==> src/rtl/aes_pkg.sv <==
// Shared AES definitions: block width, CBC stage states and the NIST SP800-38A
// AES-128 CBC example vectors used by the benches.
package aes_pkg;

  localparam int unsigned AES_BLK_W = 128;

  typedef enum logic [0:0] {
    StIdle,
    StRun
  } cbc_state_e;

  localparam logic [AES_BLK_W-1:0] NIST_CBC_IV = 128'h000102030405060708090a0b0c0d0e0f;

  localparam logic [AES_BLK_W-1:0] NIST_CBC_PT [4] = '{
    128'h6bc1bee22e409f96e93d7e117393172a,
    128'hae2d8a571e03ac9c9eb76fac45af8e51,
    128'h30c81c46a35ce411e5fbc1191a0a52ef,
    128'hf69f2445df4f9b17ad2b417be66c3710
  };

  localparam logic [AES_BLK_W-1:0] NIST_CBC_CT [4] = '{
    128'h7649abac8119b246cee98e9b12e9197d,
    128'h5086cb9b507219ee95db113a917678b2,
    128'h73bed6b8e3c1743b7116e69e22229516,
    128'h3ff1caa1681fac09120eca307586e1a7
  };

  function automatic logic [AES_BLK_W-1:0] cbc_unchain(input logic [AES_BLK_W-1:0] raw,
                                                       input logic [AES_BLK_W-1:0] prev);
    return raw ^ prev;
  endfunction

endpackage

==> src/rtl/aes_reg_slice.sv <==
// Single-stage valid/ready output register; holds data and valid while stalled.
module aes_reg_slice #(
  parameter int unsigned Width = 128
) (
  input  logic             clk,
  input  logic             rst_n,
  input  logic             flush_i,
  input  logic             valid_i,
  input  logic [Width-1:0] data_i,
  output logic             ready_o,
  output logic             valid_o,
  output logic [Width-1:0] data_o,
  input  logic             ready_i
);

  logic             valid_q, valid_d;
  logic [Width-1:0] data_q, data_d;
  logic             push;

  assign ready_o = !valid_q || ready_i;
  assign push    = valid_i && ready_o;

  always_comb begin
    valid_d = valid_q;
    data_d  = data_q;
    if (flush_i) begin
      valid_d = 1'b0;
    end else if (push) begin
      valid_d = 1'b1;
      data_d  = data_i;
    end else if (ready_i) begin
      valid_d = 1'b0;
    end
  end

  always_ff @(posedge clk or negedge rst_n) begin
    if (!rst_n) begin
      valid_q <= 1'b0;
      data_q  <= '0;
    end else begin
      valid_q <= valid_d;
      data_q  <= data_d;
    end
  end

  assign valid_o = valid_q;
  assign data_o  = data_q;

endmodule

==> src/rtl/aes_cbc_unchain.sv <==
// CBC un-chaining stage behind the AES-128 decryptor: plaintext = raw ^ previous ciphertext.
// Optional AES_CBC_ECB_BYPASS_EN adds ecb_mode, which passes raw blocks through unchained.
module aes_cbc_unchain
  import aes_pkg::*;
#(
  parameter int unsigned BLK_W = AES_BLK_W,
  parameter int unsigned CNT_W = 32
) (
  input  logic             clk,
  input  logic             rst_n,
`ifdef AES_CBC_ECB_BYPASS_EN
  input  logic             ecb_mode,
`endif
  input  logic             clear,
  input  logic             iv_load,
  input  logic [BLK_W-1:0] iv_in,
  input  logic             in_valid,
  output logic             in_ready,
  input  logic [BLK_W-1:0] dec_in,
  input  logic [BLK_W-1:0] ct_in,
  output logic             out_valid,
  input  logic             out_ready,
  output logic [BLK_W-1:0] out_data,
  output logic [CNT_W-1:0] blk_cnt
);

  cbc_state_e       state_q, state_d;
  logic [BLK_W-1:0] chain_q, chain_d;
  logic [CNT_W-1:0] cnt_q, cnt_d;
  logic             slice_ready;
  logic             accept;
  logic             ecb;
  logic [BLK_W-1:0] pt;

`ifdef AES_CBC_ECB_BYPASS_EN
  assign ecb = ecb_mode;
`else
  assign ecb = 1'b0;
`endif

  // ECB blocks need no IV, so they may be accepted straight out of IDLE.
  assign in_ready = ((state_q == StRun) || ecb) && !iv_load && !clear && slice_ready;
  assign accept   = in_valid && in_ready;
  assign pt       = ecb ? dec_in : cbc_unchain(dec_in, chain_q);

  always_comb begin
    state_d = state_q;
    chain_d = chain_q;
    cnt_d   = cnt_q;
    if (clear) begin
      state_d = StIdle;
      chain_d = '0;
      cnt_d   = '0;
    end else if (iv_load) begin
      state_d = StRun;
      chain_d = iv_in;
      cnt_d   = '0;
    end else if (accept) begin
      state_d = StRun;
      cnt_d   = cnt_q + CNT_W'(1);
      if (!ecb) begin
        chain_d = ct_in;
      end
    end
  end

  always_ff @(posedge clk or negedge rst_n) begin
    if (!rst_n) begin
      state_q <= StIdle;
      chain_q <= '0;
      cnt_q   <= '0;
    end else begin
      state_q <= state_d;
      chain_q <= chain_d;
      cnt_q   <= cnt_d;
    end
  end

  aes_reg_slice #(
    .Width(BLK_W)
  ) u_out_slice (
    .clk    (clk),
    .rst_n  (rst_n),
    .flush_i(clear),
    .valid_i(accept),
    .data_i (pt),
    .ready_o(slice_ready),
    .valid_o(out_valid),
    .data_o (out_data),
    .ready_i(out_ready)
  );

  assign blk_cnt = cnt_q;

endmodule

==> config.mk <==
export PLATFORM = sky130hd
export DESIGN_NAME = aes_cbc_unchain
export DESIGN_NICKNAME = d
export VERILOG_FILES = /design/src/rtl/aes_pkg.sv /design/src/rtl/aes_reg_slice.sv /design/src/rtl/aes_cbc_unchain.sv
export SDC_FILE = /design/constraint.sdc
export NUM_CORES = 1
export LEC_CHECK = 0
export BUFFER_PORTS_ARGS = -buffer_cell sky130_fd_sc_hd__buf_4
export CAP_MARGIN = 40
export CORE_MARGIN = 2
export CORE_UTILIZATION = 31
export DETAILED_ROUTE_END_ITERATION = 8
export PLACE_DENSITY = 0.58
export RECOVER_POWER = 100
export SLEW_MARGIN = 10
export SYNTH_ARGS = -nofsm -noshare
export SYNTH_HDL_FRONTEND = slang
export SYNTH_SLANG_ARGS = --single-unit
==> constraint.sdc <==
create_clock -name clk -period 2.9 [get_ports clk]
set_clock_uncertainty 0.15 [all_clocks]
set_input_delay 0.145 -clock clk [delete_from_list [all_inputs] [get_ports clk]]
set_output_delay 0.145 -clock clk [all_outputs]
set_load 0.01 [all_outputs]
# == After elaboration in Yosys (flattened, before gate mapping) ==
# Index checks and enable logic that the tools add are counted.
# op_classes
n_addsub,1
n_mux,12
bitwise,2
n_reduce_logical,12
# op_table
op,n
$mux W128,3
$xor A128 B128 Y128,1
$mux W32,3
$add A32 B1 Y32 const B,1
$mux W1,6
$reduce_bool A3 Y1,2
$logic_and A1 B1 Y1,5
$logic_not A1 Y1,3
$reduce_and A2 Y1,1
$logic_or A1 B1 Y1,1
$not A1 Y1,1
# word_totals
register_bits,290
input_bits,390
output_inout_bits,162
wordCells,32

# == Longest topological paths before layout ==
# Gate-level depths: netlist of the first run.
# logic_depth
word_depth,8
ltp_mapped,9
ltp_nobuf,5

# == Modules after synthesis ==
# A second synthesis of the first run with hierarchy kept.
# unflattened
hier_cells,1438
hier_area_um2,14388.8
# modules_own_cells
mod,instances,cells_per_inst,area_per_inst_um2,seq_area_each_um2
aes_cbc_unchain,1,1162,9504.1,4028.9
aes_reg_slice,1,276,4884.7,3228.1

# == Worst setup path after synthesis of the first run ==
# No wires, ideal clock.
# synth_timing
path_kind,reg-to-reg
startpoint,reg cnt_q[14] (netlist: blk_cnt[14])
endpoint,reg cnt_q[28] (netlist: blk_cnt[28])
setup_ps,79
t_arrival_ps,1720
required_ps,2671
path_slack_ps,951
stages_incl_launch_ff,6
path_buffers,0
period_less_slack_ps,1949
path_cell_list,dfrtp_1 > and4_1 > or4b_4 > nor3_2 > and4_1 > mux2i_1
# synth_between
elab_chain_len,4
# synth_rtl
item,line_no,text
"start, declared",aes_cbc_unchain.sv:29,"logic [CNT_W-1:0] cnt_q, cnt_d;"
"start signal, assigned",aes_cbc_unchain.sv:75,cnt_q <= cnt_d;
$add A32 B1 Y32,aes_cbc_unchain.sv:60,cnt_d = cnt_q + CNT_W'(1);
$mux W32,aes_cbc_unchain.sv:58,end else if (accept) begin
$mux W32,aes_cbc_unchain.sv:54,end else if (iv_load) begin
$mux W32,aes_cbc_unchain.sv:50,if (clear) begin
# No other way between the ends. The select of a mux whose other input is x is not followed.
# A chain may end at the register's enable or synchronous reset.

# == Worst setup path after layout of the first run ==
# layout_timing
startpoint,in clear
endpoint,reg chain_q[73]
# layout_between
elab_chain_len,5
word_cells_on_any_way,6
cone_classes,1 x mux; 5 x reduce/logical
# layout_rtl
item,line_no,text
"start, declared",aes_cbc_unchain.sv:14,"input logic clear,"
$logic_not A1 Y1,aes_cbc_unchain.sv:42,assign in_ready = ((state_q == StRun) || ecb) && !iv_load && !clear && slice_ready;
$logic_and A1 B1 Y1 (2 in a row),aes_cbc_unchain.sv:42,
$logic_and A1 B1 Y1,aes_cbc_unchain.sv:43,assign accept = in_valid && in_ready;
$reduce_bool A3 Y1 (no line),--,
"end signal, assigned",aes_cbc_unchain.sv:74,chain_q <= chain_d;
"end, declared",aes_cbc_unchain.sv:28,"logic [BLK_W-1:0] chain_q, chain_d;"
# Parallel ways exist; a longest one is shown, timed or not.

==> results of run 1 <==
how the worst min path moves through the flow:
stage | end | slack [ps]
global placement | blk_cnt[21] | 60
finish | chain_q[13] | 280
floorplan | blk_cnt[0] | -300
detailed placement | blk_cnt[21] | 60
global route | u_out_slice.data_o[48] | 270
CTS | blk_cnt[18] | 70
repair_timing:
item | 4_1_cts | 5_1_grt
hold buffers | 391 | 0
endpoints found under the hold margin | 395 | 0
gates resized for setup | 0 | 0
tightest hold or removal path: cells and delay by family:
kind	cells	cell delay, ps
AOI/OAI and AO/OA	1	50
and+or+nand+nor	1	50
buffers and inverters	2	670
final cells by class:
type / count / area (um2) / share of cell area [%]
clock buffers: 53 / 1066 / 4.594
multi-input cells: 1168 / 6218 / 26.80
well taps: 592 / 740.7 / 3.192
flip-flops and latches: 290 / 7257 / 31.27
clock inverters: 10 / 103.9 / 0.4475
inverters: 3 / 11.26 / 0.04853
diodes: 1 / 2.502 / 0.01078
repair buffers: 976 / 7805 / 33.64
power by group through the flow:
| stage | logic, mW | clock network [mW] | registers [mW] |
|---|---|---|---|
| floorplan | 0.953 | 0 | 5.24 |
| global placement | 2.79 | 0 | 5.04 |
| detailed placement | 2.82 | 0 | 5.07 |
| CTS | 3.28 | 4.65 | 5.01 |
| global route | 3.17 | 4.83 | 5.07 |
| finish | 2.90 | 4.53 | 4.99 |
synthesized netlist by cell type:
cell type and instances:
sky130_fd_sc_hd__nand2_1 397, sky130_fd_sc_hd__dfrtp_1 290, sky130_fd_sc_hd__a21oi_1 266, sky130_fd_sc_hd__nor2_1 157
sky130_fd_sc_hd__xnor2_1 138, sky130_fd_sc_hd__a21o_1 128, sky130_fd_sc_hd__clkbuf_1 58, sky130_fd_sc_hd__buf_2 45
sky130_fd_sc_hd__nand3_1 11, sky130_fd_sc_hd__nand4_1 10, sky130_fd_sc_hd__xor2_1 10, sky130_fd_sc_hd__o21ai_0 8
sky130_fd_sc_hd__or3_1 7, sky130_fd_sc_hd__and3_1 5, sky130_fd_sc_hd__and4_1 4, sky130_fd_sc_hd__inv_1 3
sky130_fd_sc_hd__and3_2 2, sky130_fd_sc_hd__and4_2 2, sky130_fd_sc_hd__buf_1 2, sky130_fd_sc_hd__nand2b_1 2
sky130_fd_sc_hd__nand4_2 2, sky130_fd_sc_hd__nor3_1 2, sky130_fd_sc_hd__nor4_2 2, sky130_fd_sc_hd__a31o_1 1
sky130_fd_sc_hd__a31o_2 1, sky130_fd_sc_hd__a31oi_4 1, sky130_fd_sc_hd__and4bb_1 1, sky130_fd_sc_hd__buf_4 1
sky130_fd_sc_hd__buf_6 1, sky130_fd_sc_hd__ha_1 1, sky130_fd_sc_hd__mux2i_1 1, sky130_fd_sc_hd__nor2_2 1
sky130_fd_sc_hd__nor3_2 1, sky130_fd_sc_hd__nor4_1 1, sky130_fd_sc_hd__nor4_4 1, sky130_fd_sc_hd__o22ai_1 1
sky130_fd_sc_hd__or2_1 1, sky130_fd_sc_hd__or3_2 1, sky130_fd_sc_hd__or4_1 1, sky130_fd_sc_hd__or4b_4 1
sequential cells by signal, indices dropped and copies added, names as in the netlist:
register and cells:
blk_cnt 32, chain_q 128, state_q 1, u_out_slice.data_o 128, u_out_slice.valid_o 1
cells by family (layout without fill, tap and decap cells):
| logic type | count (synthesis) | count (layout) |
|---|---|---|
| compound gates | 406 | 406 |
| buf+inv | 110 | 1042 |
| other cells | 0 | 1 |
| simple gates | 612 | 612 |
| fa+ha+maj | 1 | 1 |
| flops | 290 | 290 |
| mux | 1 | 1 |
| xor+xnor | 148 | 148 |
routing by layer:
layer	wire length, um	share of wire (%)	vias up	GRT usage (%)
met5	0	0	-	0
met4	2680	5.0	0	10.27
met3	3043	5.7	168	4.912
met2	26240	49	522	38.03
met1	21470	40	6991	27.11
li1	-	-	6982	-
per-stage QoR:
stage	area (um2)	instances	utilization, %	hold slack (ps)	power (mW)
after floorplan	13940	1568	-	-300.6	6.196
after global placement	18730	2635	42.27	55.76	7.834
after detailed placement	18790	2637	42.39	61.27	7.892
after CTS	23870	3091	53.86	67.86	12.93
after global routing	23200	3093	52.36	269.6	13.07
final	23200	3093	52.36	284.0	12.42
==> results.txt, run 1 <==
- The clock drives 290 sinks.
* Slew headroom: -56.01%
- CP Capture Type: flop
- Final Setup Violations: 0
- Per report_power, the sequential group accounts for 40.2% of the total.
- GRT Util Overall: 22.39%
- The number of cells on the worst reg-to-reg path is 7.
- Arrival time of data at the critical path endpoint: 3100 ps
- Delay-heaviest family, CP: buffers and inverters
- Fraction of synthesized cell area in xor and xnor cells: 9.299%
- On the worst path, the slowest cell contributes a delay of 870 ps.
- Clock-pin slew on the worst setup and hold paths: 60 ps
- Max Root-Sink Buffers: 3
- The netlist uses 40 different library cells.
- Die boundary width: 216.1 um
* Top-area cell type share of the netlist area: 52.06%
- For the worst setup path, the data required time is 3170 ps.
* Post-CTS Setup Bufs: 0
- Part of the power in combinational logic: 23.3%
* Share of final-layout standard cells stronger than drive strength 1: 19.60%
* Outcome: finished, violations left
- Area grow syn2layout: 66.47%
- Hold Vio Cnt, Final: 0
- Dpl ws: 728.4 ps
- Half-perimeter wire length of the detailed placement result: 35.03 mm
* Total nets after synthesis: 1959
- Maximum number of pins on one net before global-route repair: 97
- Counting the buffers created by CTS gives 36.
- Crit path max fanout: 64
- Flop and latch count out of synthesis: 290
* Net load switching power: 3.642 mW
- The number of global-route vias before repair is 15.19k.
- The synthesized netlist devotes 17.05% of its cell area to compound gates.
- Post-Syn Area: 13940 um2
* Post-synthesis simple-gate area fraction: 17.98%
- Final min period: 2830 ps
- By startpoint and endpoint, the worst setup path is classified as primary input to flop.
- Weighted congestion at the end of routability-driven global placement: 0.8646
* Count of cells along the worst hold path: 4
- Final worst-path cycle share: 97.58%
- Across the run, the number of max-cap violations was 1.
- Largest family of logic cells by synthesized area: simple AND/OR/NAND/NOR gates
* Worst min-delay path class: primary input to flop
* Violated checks: max-capacitance violations, max-slew violations
- For flop-to-flop paths, the worst setup slack is 130 ps.
- The largest individual stage delay along the critical path comes from the cell sky130_fd_sc_hd__clkbuf_1.
* Largest voltage drop on the vdd net: 0.0003790 V
- Source-to-sink clock delay at the later pin of the worst-skew pair: 530 ps
* Destination of the worst register-to-register timing path: chain_q[22]
- The filler cells instantiated in the layout total 4163.
- The core region is 44320 um2.
- Row count: 77
- The internal power of the cells totals 8.777 mW.
- The synthesized design spends more area on one cell type than any other, namely sky130_fd_sc_hd__dfrtp_1.
- For the final routed database, the setup TNS stands at 0 ps.
- Launch instance of the worst register-to-register path: u_out_slice.valid_o
- Share of synthesized area spent on multiplexers: 0.07181%
- Final-stage net count: 2866
* Areal power density over the cells: 535.2 nW/um2
- The floorplan step set the die height to 216.1 um.
- Crit path to: chain_q[73]
- Worst setup path start: clear
- Clock Power Share: 36.5%
- The startpoint identified for the worst hold timing path is iv_in[13].
* Number of instances in the synthesized netlist: 1568
- Most used cells in the layout excluding fill and tap cells: sky130_fd_sc_hd__nand2_1 (397), sky130_fd_sc_hd__buf_4 (397), sky130_fd_sc_hd__dlygate4sd3_1 (391)
- Vias after detailed routing: 14.66k
- For this block, the routed nets add up to 53.43 mm of wire.
- Startpoint class of the critical path: primary input
- Starting utilization of the core area: 31.45%
* Avg Synthesized Cell Area: 8.890 um2
- By area the synthesized netlist is led by sky130_fd_sc_hd__dfrtp_1 (52%), sky130_fd_sc_hd__nand2_1 (11%), sky130_fd_sc_hd__a21oi_1 (9.6%), sky130_fd_sc_hd__xnor2_1 (8.7%), sky130_fd_sc_hd__a21o_1 (6.9%).
* Max Clk Rate: 0.3534 GHz
- Post-route worst setup slack: 70.18 ps
* Die Footprint: 46680 um2
* Sequential share of the synthesized area: 52.06%
- H-tree lvl count: 2
- Cell chain of the critical path: dlygate4sd3_1, clkbuf_1, clkbuf_1, buf_16, a21oi_1, dlygate4sd3_1
* Final max-slew violation count: 78
* Pleak: 10.33 nW
* DR DRC count: 0
- Global-route wire length before repair: 83.26 mm
- Critical path depth: 6
- The detailed router finished its first iteration with 956 violations.
* Root buffer cell: sky130_fd_sc_hd__clkbuf_16
- Input and output buffers added on the ports amount to 551.
* Routed wirelength normalized by instance count: 17.27 um
- For this run, the detailed router's first-pass iteration total came to 5.
- Using the TritonRoute via totals, the vias-per-cell ratio works out to 4.741.
- Fraction of the mapped netlist area in adder cells: 0.08976%
- Gr ovfl total: 0
- Antenna viol nets, final: 0
* Antenna violations before repair: 1
* Switching fraction of total power: 29.32%
- Setup repair after global routing left no endpoint under its margin.
* Synthesis warning total: 0
- Least-Margin Pin Slew: 2340 ps
* I/O Pins: 552
- TritonCTS clock tree: built
- Counting both buffers and inverters, the worst setup path holds a total of 5.
Note: power is estimated with default switching activity, not from simulation.
==> inputs of run 2 (changes only) <==
--- a/config.mk
+++ b/config.mk
@@ -9,6 +9,7 @@
 export CAP_MARGIN = 40
 export CORE_MARGIN = 2
 export CORE_UTILIZATION = 31
+export CTS_BUF_LIST = sky130_fd_sc_hd__clkbuf_8
 export DETAILED_ROUTE_END_ITERATION = 8
 export PLACE_DENSITY = 0.58
 export RECOVER_POWER = 100
==> results.txt, run 2 (synthesis gave the netlist of run 1 again) <==
- Outcome: complete, no violations
- Unrepaired setup endpoints after global routing: false
* Hold Vio Cnt, Final: 0
- Data on the critical path is required at its endpoint by 3300 ps.
* Root buffer cell: sky130_fd_sc_hd__clkbuf_8
- Number of max-cap violations: 0
- CTS saw 290 sinks.
- Vias after detailed routing: 14.79k
* Num CTS Buffers: 53
- The clock passes through at most 3 buffers.
- Dividing the final minimum period by the clock period gives 94.12%.
* Count of instances resized after the clock tree is built: 0
* Startpoint class of the critical path: flop
- The library cell used most frequently in the layout, excluding fill and tap cells, is sky130_fd_sc_hd__buf_4.
- In this run, the number of DRC markers left after iteration 0 of detailed routing was 917.
- Vertical extent of the die: 216.1 um
- Maximum number of pins on one net before global-route repair: 97
- Share of final-layout standard cells stronger than drive strength 1: 20.05%
* Routed wirelength normalized by instance count: 17.18 um
* Areal power density over the cells: 517.8 nW/um2
* Source-to-sink clock delay at the later pin of the worst-skew pair: 620 ps
* H-tree lvl count: 2
- In the routed layout, each cell is associated on average with a via count of 4.724.
* Antenna viol nets, final: 0
- Weighted congestion at the end of routability-driven global placement: 0.8646
- Setup slack on the critical path of the routed design comes to 170.4 ps.
* Total length of routed wires: 53.79 mm
- Total negative slack: 0 ps
- Final-stage net count: 2887
* Max Clk Rate: 0.3664 GHz
- After clock tree synthesis, the clock-pin slew on the worst setup and hold paths is 60 ps.
* Arrival time of data at the critical path endpoint: 3130 ps
* Post-CTS Setup Bufs: 0
- The first global-routing pass estimated 83.59 mm of wire.
* Filler Cell Count: 4219
- The critical path is of the flop to flop type.
- Across all hold checks on the routed design, the worst slack comes to 196.8 ps.
* Gr ovfl total: 0
* Final max-slew violation count: 0
- Worst min-delay path class: primary input to flop
- Half-perimeter wire length of the detailed placement result: 35.03 mm
- Core region area: 44320 um2
- Final min period: 2730 ps
* Die boundary width: 216.1 um
* DR DRC count: 0
* Most used cells in the layout excluding fill and tap cells: sky130_fd_sc_hd__buf_4 (398), sky130_fd_sc_hd__nand2_1 (397), sky130_fd_sc_hd__dlygate4sd3_1 (395)
* Count of port buffers added during placement: 551
* Crit path max fanout: 27
- The number of global-route vias before repair is 15.53k.
* Slew headroom: 17.51%
- The worst setup path is captured at a flop.
- TritonCTS clock tree: built
- The number of hold buffers added after CTS was 395.
* Dpl ws: 728.4 ps
- Antenna violations before repair: 5
* Number of detailed-route iterations in the first pass: 5
- Compared with the post-synthesis result, the final layout area differs by 65.86%.
- I/O Pins: 552
* Pleak: 10.34 nW
- The floorplan has 77 rows.
* Die Footprint: 46680 um2
* Final Setup Violations: 0
- For this configuration, the core starts out at a cell density of 31.45%.
- For the pin with the worst max-slew slack, the measured transition is 1237 ps.
- GRT Util Overall: 22.42%
- Across the VDD grid, the largest voltage drop is 0.0003512 V.
- After layout, the design draws a total of 11.97 mW.
-- run 2: cell count changes in the layout (fill, tap and decap cells not counted), moves of 4 or more --
cell,change
sky130_fd_sc_hd__dlygate4sd3_1,+4
sky130_fd_sc_hd__diode_2,+4
sky130_fd_sc_hd__clkbuf_8,+59
sky130_fd_sc_hd__clkbuf_1,-8
sky130_fd_sc_hd__inv_1,+16
sky130_fd_sc_hd__clkbuf_16,-37
-- run 2: per-stage QoR --
step | utilization (%) | cells | cell area (um2)
floorplan | - | 1568 | 13940
global placement | 42.27 | 2635 | 18730
detailed placement | 42.39 | 2637 | 18790
CTS | 53.77 | 3125 | 23830
global route | 52.17 | 3131 | 23120
finish | 52.17 | 3131 | 23120
-- run 2: final cells by class --
cell class	count	area [um2]	area share, %
Timing Repair Buffer	980	7828	33.85
Sequential cell	290	7257	31.39
Multi-Input combinational cell	1168	6185	26.75
Clock buffer	67	922.1	3.988
Tap cell	592	740.7	3.204
Clock inverter	26	165.2	0.7143
Antenna cell	5	12.51	0.05412
Inverter	3	11.26	0.04870
-- run 2: per-layer routing --
metal	part of all wire, %	global-route usage [%]	vias up	wire length [um]
met5	0	0	-	0
met4	5.4	12.01	0	2903
met3	5.7	4.309	181	3073
met2	49	38.11	526	26290
met1	40	26.87	7057	21510
li1	-	-	7027	-
-- run 2: report_power, final --
group	total, mW	leakage (nW)	internal (mW)	switching, mW
combinational	2.91	6.10	1.43	1.48
sequential	5.00	3.62	4.64	0.359
clock	4.06	0.619	2.24	1.82
total	12.0	10.3	8.31	3.66
-- run 2: worst paths after layout --
kind	from	endpoint	slack, ps	cells after the start
min	dec_in[20]	u_out_slice.data_o[20]	200	4
max in group asynchronous	rst_n	chain_q[49]	370	4
min reg2reg	u_out_slice.data_o[26]	u_out_slice.data_o[26]	380	2
min in group asynchronous	rst_n	blk_cnt[23]	740	3
max	u_out_slice.valid_o	chain_q[21]	170	7
max reg2reg	u_out_slice.valid_o	chain_q[21]	170	7
-- run 2: worst max-delay path: stages, from the launching register on --
cell	delay, ps
sky130_fd_sc_hd__dfrtp_1	380
sky130_fd_sc_hd__nand2b_1	270
sky130_fd_sc_hd__and3_4	520
sky130_fd_sc_hd__clkbuf_2	360
sky130_fd_sc_hd__nand2_1	90
sky130_fd_sc_hd__a21o_1	150
sky130_fd_sc_hd__a21oi_1	160
sky130_fd_sc_hd__dlygate4sd3_1	580
